===== config.mk =====
export PLATFORM = sky130hd
export DESIGN_NAME = line_mem_ctrl
export DESIGN_NICKNAME = d
export VERILOG_FILES = /design/src/rtl/line_mem_ctrl_pkg.sv /design/src/rtl/line_mem_ctrl_register.sv /design/src/rtl/line_mem_ctrl.sv
export SDC_FILE = /design/constraint.sdc
export NUM_CORES = 2
export LEC_CHECK = 0
export ABC_AREA = 1
export BUFFER_PORTS_ARGS = -buffer_cell sky130_fd_sc_hd__clkbuf_2
export CAP_MARGIN = 5
export CORE_AREA = 2 2 494 496
export DETAILED_ROUTE_END_ITERATION = 10
export DIE_AREA = 0 0 496 498
export SYNTH_ARGS = -nofsm -noshare
export SYNTH_HDL_FRONTEND = slang
export SYNTH_SLANG_ARGS = --single-unit
export TNS_END_PERCENT = 1

===== constraint.sdc =====
create_clock -name clock -period 18.1 [get_ports clock]
set_input_delay 2.715 -clock clock [delete_from_list [all_inputs] [get_ports clock]]
set_output_delay 2.715 -clock clock [all_outputs]
set_load 0.02 [all_outputs]

===== src/rtl/line_mem_ctrl_pkg.sv =====
// Shared bus types and state encoding for the cache-line memory controller.
package structures;

  localparam int unsigned LINE_BITS = 512;
  localparam int unsigned WORD_BITS = 64;
  localparam int unsigned BEATS     = LINE_BITS / WORD_BITS;

  typedef enum logic [1:0] {
    IDLE,
    READ,
    WRITE,
    RESP
  } line_mem_state_t;

  typedef struct packed {
    logic [63:6]          mem_addr;
    logic [LINE_BITS-1:0] mem_data_out;
    logic                 mem_req_load;
    logic                 mem_req_store;
  } mem_bus_req_t;

  typedef struct packed {
    logic [LINE_BITS-1:0] mem_data;
    logic                 mem_ready;
  } mem_bus_resp_t;

endpackage


===== src/rtl/line_mem_ctrl_register.sv =====
// Enable register with asynchronous active-high clear to zero.
module register #(
  parameter int unsigned WIDTH = 1
) (
  input  logic             clk_i,
  input  logic             rst_i,
  input  logic             en_i,
  input  logic [WIDTH-1:0] d_i,
  output logic [WIDTH-1:0] q_o
);

  always_ff @(posedge clk_i or posedge rst_i) begin
    if (rst_i) begin
      q_o <= '0;
    end else if (en_i) begin
      q_o <= d_i;
    end
  end

endmodule


===== src/rtl/line_mem_ctrl.sv =====
// Splits one cache-line load/store into WORD_W-wide beats on a single-outstanding
// memory port and returns the assembled line with a one-cycle ready pulse.
module line_mem_ctrl
  import structures::*;
#(
  parameter int unsigned CACHE_LINE_SIZE = 512,
  parameter int unsigned WORD_W          = 64
) (
  input  logic                clock,
  input  logic                reset,
  input  mem_bus_req_t        req,
  output mem_bus_resp_t       resp,
  output logic [63:0]         mem_addr,
  output logic [WORD_W-1:0]   mem_wdata,
  output logic                mem_re,
  output logic                mem_we,
  input  logic [WORD_W-1:0]   mem_rdata,
  input  logic                mem_ack
);

  localparam int unsigned NBEATS = CACHE_LINE_SIZE / WORD_W;
  localparam int unsigned KW     = $clog2(NBEATS);
  localparam int unsigned WB     = $clog2(WORD_W / 8);
  localparam int unsigned OFF    = KW + WB;
  localparam int unsigned SW     = $bits(line_mem_state_t);

  logic [SW-1:0]              state_bits_q;
  line_mem_state_t            state_q;
  line_mem_state_t            state_d;
  logic [KW-1:0]              k_q;
  logic [KW-1:0]              k_d;
  logic [63:OFF]              addr_q;
  logic [CACHE_LINE_SIZE-1:0] buf_q;
  logic [CACHE_LINE_SIZE-1:0] buf_d;
  logic                       accept;
  logic                       last_beat;

  assign state_q   = line_mem_state_t'(state_bits_q);
  assign accept    = (state_q == IDLE) && (req.mem_req_load || req.mem_req_store);
  assign last_beat = (k_q == KW'(NBEATS - 1));

  always_comb begin
    state_d = state_q;
    k_d     = k_q;
    buf_d   = buf_q;
    unique case (state_q)
      IDLE: begin
        // Store wins when both are requested; the assertion below flags that case.
        if (req.mem_req_store) begin
          state_d = WRITE;
          k_d     = '0;
          buf_d   = req.mem_data_out;
        end else if (req.mem_req_load) begin
          state_d = READ;
          k_d     = '0;
        end
      end
      READ: begin
        if (mem_ack) begin
          buf_d[32'(k_q) * WORD_W +: WORD_W] = mem_rdata;
          k_d = k_q + KW'(1);
          if (last_beat) state_d = RESP;
        end
      end
      WRITE: begin
        if (mem_ack) begin
          k_d = k_q + KW'(1);
          if (last_beat) state_d = RESP;
        end
      end
      RESP: begin
        state_d = IDLE;
      end
    endcase
  end

  register #(.WIDTH(SW)) u_state_reg (
    .clk_i (clock),
    .rst_i (reset),
    .en_i  (1'b1),
    .d_i   (state_d),
    .q_o   (state_bits_q)
  );

  register #(.WIDTH(KW)) u_beat_reg (
    .clk_i (clock),
    .rst_i (reset),
    .en_i  (1'b1),
    .d_i   (k_d),
    .q_o   (k_q)
  );

  register #(.WIDTH(64 - OFF)) u_addr_reg (
    .clk_i (clock),
    .rst_i (reset),
    .en_i  (accept),
    .d_i   (req.mem_addr),
    .q_o   (addr_q)
  );

  register #(.WIDTH(CACHE_LINE_SIZE)) u_line_reg (
    .clk_i (clock),
    .rst_i (reset),
    .en_i  (1'b1),
    .d_i   (buf_d),
    .q_o   (buf_q)
  );

  assign mem_re         = (state_q == READ);
  assign mem_we         = (state_q == WRITE);
  assign mem_addr       = (mem_re || mem_we) ? {addr_q, k_q, {WB{1'b0}}} : '0;
  assign mem_wdata      = buf_q[32'(k_q) * WORD_W +: WORD_W];
  assign resp.mem_data  = buf_q;
  assign resp.mem_ready = (state_q == RESP);

  store_load_exclusive: assert property (@(posedge clock) disable iff (reset)
    !((state_q == IDLE) && req.mem_req_load && req.mem_req_store))
    else $fatal(1, "line_mem_ctrl: load and store requested in the same cycle");

endmodule


==> impl_results.md <==
* Outcome: finished, final reports clean
* DR WL/cell at 34.96 um
* Final hold violations at 0
* Crit Path Class: flip-flop to output port
* Data required, critical path at 15.39 ns
* Grt ovf at 0
* Cts bufs inserted at 84
* DR pass1 iterations at 6
* Post-synth top area cell: dfrtp_1
* Pin count of the biggest net entering global routing at 141
* First-pass GRT wire length at 435900 um
* Slowest stage delay, CP at 0.74 ns
* Full die area at 0.2470 mm^2
* Final Util at 19.54%
* Yosys top cell area share at between 40% and 50%
* Internal at 0.004366 W
* CTS Buffer Depth at 3
* R2r startpoint: u_beat_reg.q_o[0]
* Die height at 498 um
* Static Leakage at 25.62 nW
* Post-DP Area at 0.04432 mm^2
* Tot Pwr at ~0.011 W
* Top-count cell post-synth: nand2_1
* Worst-Skew Late Latency at roughly 0.74 ns
* Placed Cells at 9695
* Slew @ Worst Pin at 1.261 ns
* Tot GR Track Use at 27.06%
* # DRC at 0
* Worst Setup SP: u_beat_reg.q_o[0]
* Clock power frac at 16.0%
* Flops & latches, synth at 575
* Post-synthesis average cell area at approximately 6.3 um^2
* ANT nets after route at 0
* Hold buffer count at cts at 0
* Async S/R FF share, synth at 100.0%
* Cell variety after synth at 30
* Top cells by area, synth: dfrtp_1 41%, nand2_1 32%, o21ai_0 7.8%
* HPWL after detailed placement at 282200 um
* Rel. slew slack at between 15 and 20%
* R2R cell count at 14
* Slowest CP cell: dfrtp_4
* Top cells by count, synth: 2961 x nand2_1, 575 x dfrtp_1, 544 x o21ai_0, 368 x nor2_1, 247 x nand3_1
* R2R Setup Slk at 11.21 ns
* Vias at 43340
* Post-synthesis sequential area ratio at 41.45%
* CTS tree: done
* # IOs at about 1300
* Initial Utilization at 14.35%
* Area grow syn2layout at 36.15%
* Startpoint Class: flip-flop
* Synthesis warning total at 0
* Resized cells post-CTS at 0
* Max Clock Freq at between 100 and 150 MHz
* Post-synth top flop: dfrtp_1
* CP bufs+invs at 4
* Sw Ratio at 60.60%
* Initial DRC Count at about 4200
* Worst-path fanout max at 77
* Num rows at 181
* Setup crit end: mem_wdata[15]
* GP Congestion at 0.9960
* Reg power frac at between 20% and 30%
* Peak VDD IR at 0.1185 mV
* Reg-to-Reg End: u_line_reg.q_o[452]
* Cell Chain, Critical Path: inv_8 > buf_4 > buf_4 > nor2_1 > o21ai_0 > nand2_1 > nand2_1 > clkbuf_2
* Final setup viols at 0
* Crit. End Element: output port
* CTS H-tree depth at 3
* Clock root buffer: clkbuf_16
* Post-synth EDFFs at 0
* RSZ-0062 raised after global routing: false
* IO Port Bufs at 1278
* Slew Viols, Final at 0
* Routed vias/inst at 4.382
* Fillers at 28160
* Layout cells sized above 1 at 23.36%
* Power Dens Cells at around 230 mW/mm^2
* Clock Skews at 0.04686 ns
* Worst min-delay path class: flip-flop to flip-flop
* Comb power frac at ~61%
* Crit path time final at between 7 and 8 ns
* Clk slew on worst S/H paths at about 0.06 ns
* Psw at ~0.0067 W
* Drt total wl at between 300000 and 400000 um
* WP data arrival at between 4 and 5 ns
* Die extent in x at around 500 um
* Final period util at 40.14%
* Cell family with most CP delay: buffers and inverters
* Cell count along the critical path at 8
* Fin area at 0.04726 mm^2
* CTS Sinks at 575
* Vias in the first global route at 42400
* Maxcap violations at 0
* Fin cells at 9890
* Initial antenna violation count at 89
* Final setup TNS at 0 ns
* Postcts setup bufs at 0
* Core area at 0.2419 mm^2
* Cells after Synth at 5522
* Post-Syn Area at 0.03471 mm^2
* Nets at 7227
## placed cells by master (no fill, tap or decap), types with 3 or more instances in the layout
master / n
nor2_4: 7
clkbuf_8: 15
nand2_4: 6
dfrtp_4: 3
ha_1: 7
inv_4: 7
conb_1: 3
a21oi_1: 66
clkinvlp_4: 9
nand2_1: 2955
nand3_1: 245
clkbuf_2: 1278
o22ai_1: 64
o21ai_0: 542
clkinv_2: 11
buf_12: 3
bufinv_16: 8
clkbuf_16: 86
o21ai_4: 3
dfrtp_1: 572
nor3_2: 7
nor2_1: 363
diode_2: 43
nand3_4: 3
o21ai_1: 44
a21oi_4: 6
nor3_1: 6
nor2_2: 3
clkbuf_1: 23
inv_1: 200
buf_4: 85
## flip-flops by register name (all words and copies together), names as in the netlist
register and count:
u_beat_reg.q_o 3, u_state_reg.q_o 2, u_line_reg.q_o 512, u_addr_reg.q_o 58
## logic make-up (layout without fill, tap and decap cells)
logic type / after synthesis / count (layout) / share of synthesized area [%]
DFF: 575 / 575 / 41.45
adders and majority gates: 9 / 9 / 0.3244
and+or+nand+nor: 3598 / 3598 / 39.95
AOI/OAI and AO/OA: 726 / 726 / 10.82
buffers and inverters: 613 / 1734 / 7.443
other: 1 / 46 / 0.01080
## worst min-delay path by stage
stage | cells after the start | startpoint | end | slack, ns
after floorplan | 2 | u_addr_reg.q_o[0] | u_addr_reg.q_o[0] | 0.45
after global placement | 2 | u_addr_reg.q_o[14] | u_addr_reg.q_o[14] | 0.46
after detailed placement | 2 | u_addr_reg.q_o[27] | u_addr_reg.q_o[27] | 0.47
after CTS | 2 | u_addr_reg.q_o[27] | u_addr_reg.q_o[27] | 0.48
after global routing | 2 | u_addr_reg.q_o[26] | u_addr_reg.q_o[26] | 0.49
final | 2 | u_addr_reg.q_o[52] | u_addr_reg.q_o[52] | 0.48
## power by group through the flow
stage | logic [W] | registers [W] | clock network [W]
after floorplan | 0.00289 | 0.00283 | 0
after global routing | 0.00715 | 0.00262 | 0.00186
final | 0.00672 | 0.00258 | 0.00178
after global placement | 0.00681 | 0.00259 | 0
after CTS | 0.00685 | 0.00257 | 0.00182
after detailed placement | 0.00683 | 0.00258 | 0
## per-stage QoR
stage,worst slack [ns],hold WS (ns)
floorplan,7.551,0.4492
global placement,11.36,0.4649
detailed placement,11.28,0.4654
CTS,10.79,0.4810
global route,10.75,0.4943
finish,10.84,0.4775
## worst register-to-register path: stages, from the launching register on
cell      delay, ns
dfrtp_4        0.87
inv_8          0.39
ha_1           0.35
ha_1           0.27
clkinv_2       0.06
buf_4          0.53
nand2_2        0.53
nor2_4         0.81
nand2_2        0.58
a21oi_4        0.84
buf_4          0.37
buf_4          0.50
inv_1          0.43
nand2_1        0.17
nand2_1        0.06
## per-layer routing
layer	wire, um	global-route usage, %	vias to the layer above	part of all wire, %
met4	32470	21.14	42	9.4
met3	25660	6.745	670	7.4
li1	-	-	19410	-
met2	177700	49.42	2342	51
met5	280	0	-	0.081
met1	109600	25.64	20880	32
## cell type report
cell class | count | area [um^2] | share of cell area [%]
antenna | 43 | 107.6 | 0.2277
clock buffer | 124 | 2445 | 5.173
clock inverter | 28 | 394.1 | 0.8339
inverter | 216 | 850.8 | 1.800
multi-input combinational | 4336 | 17960 | 38.01
sequential | 575 | 14400 | 30.47
tap | 3202 | 4006 | 8.477
timing repair buffer | 1366 | 7094 | 15.01
Power figures use the tool's default switching activity.
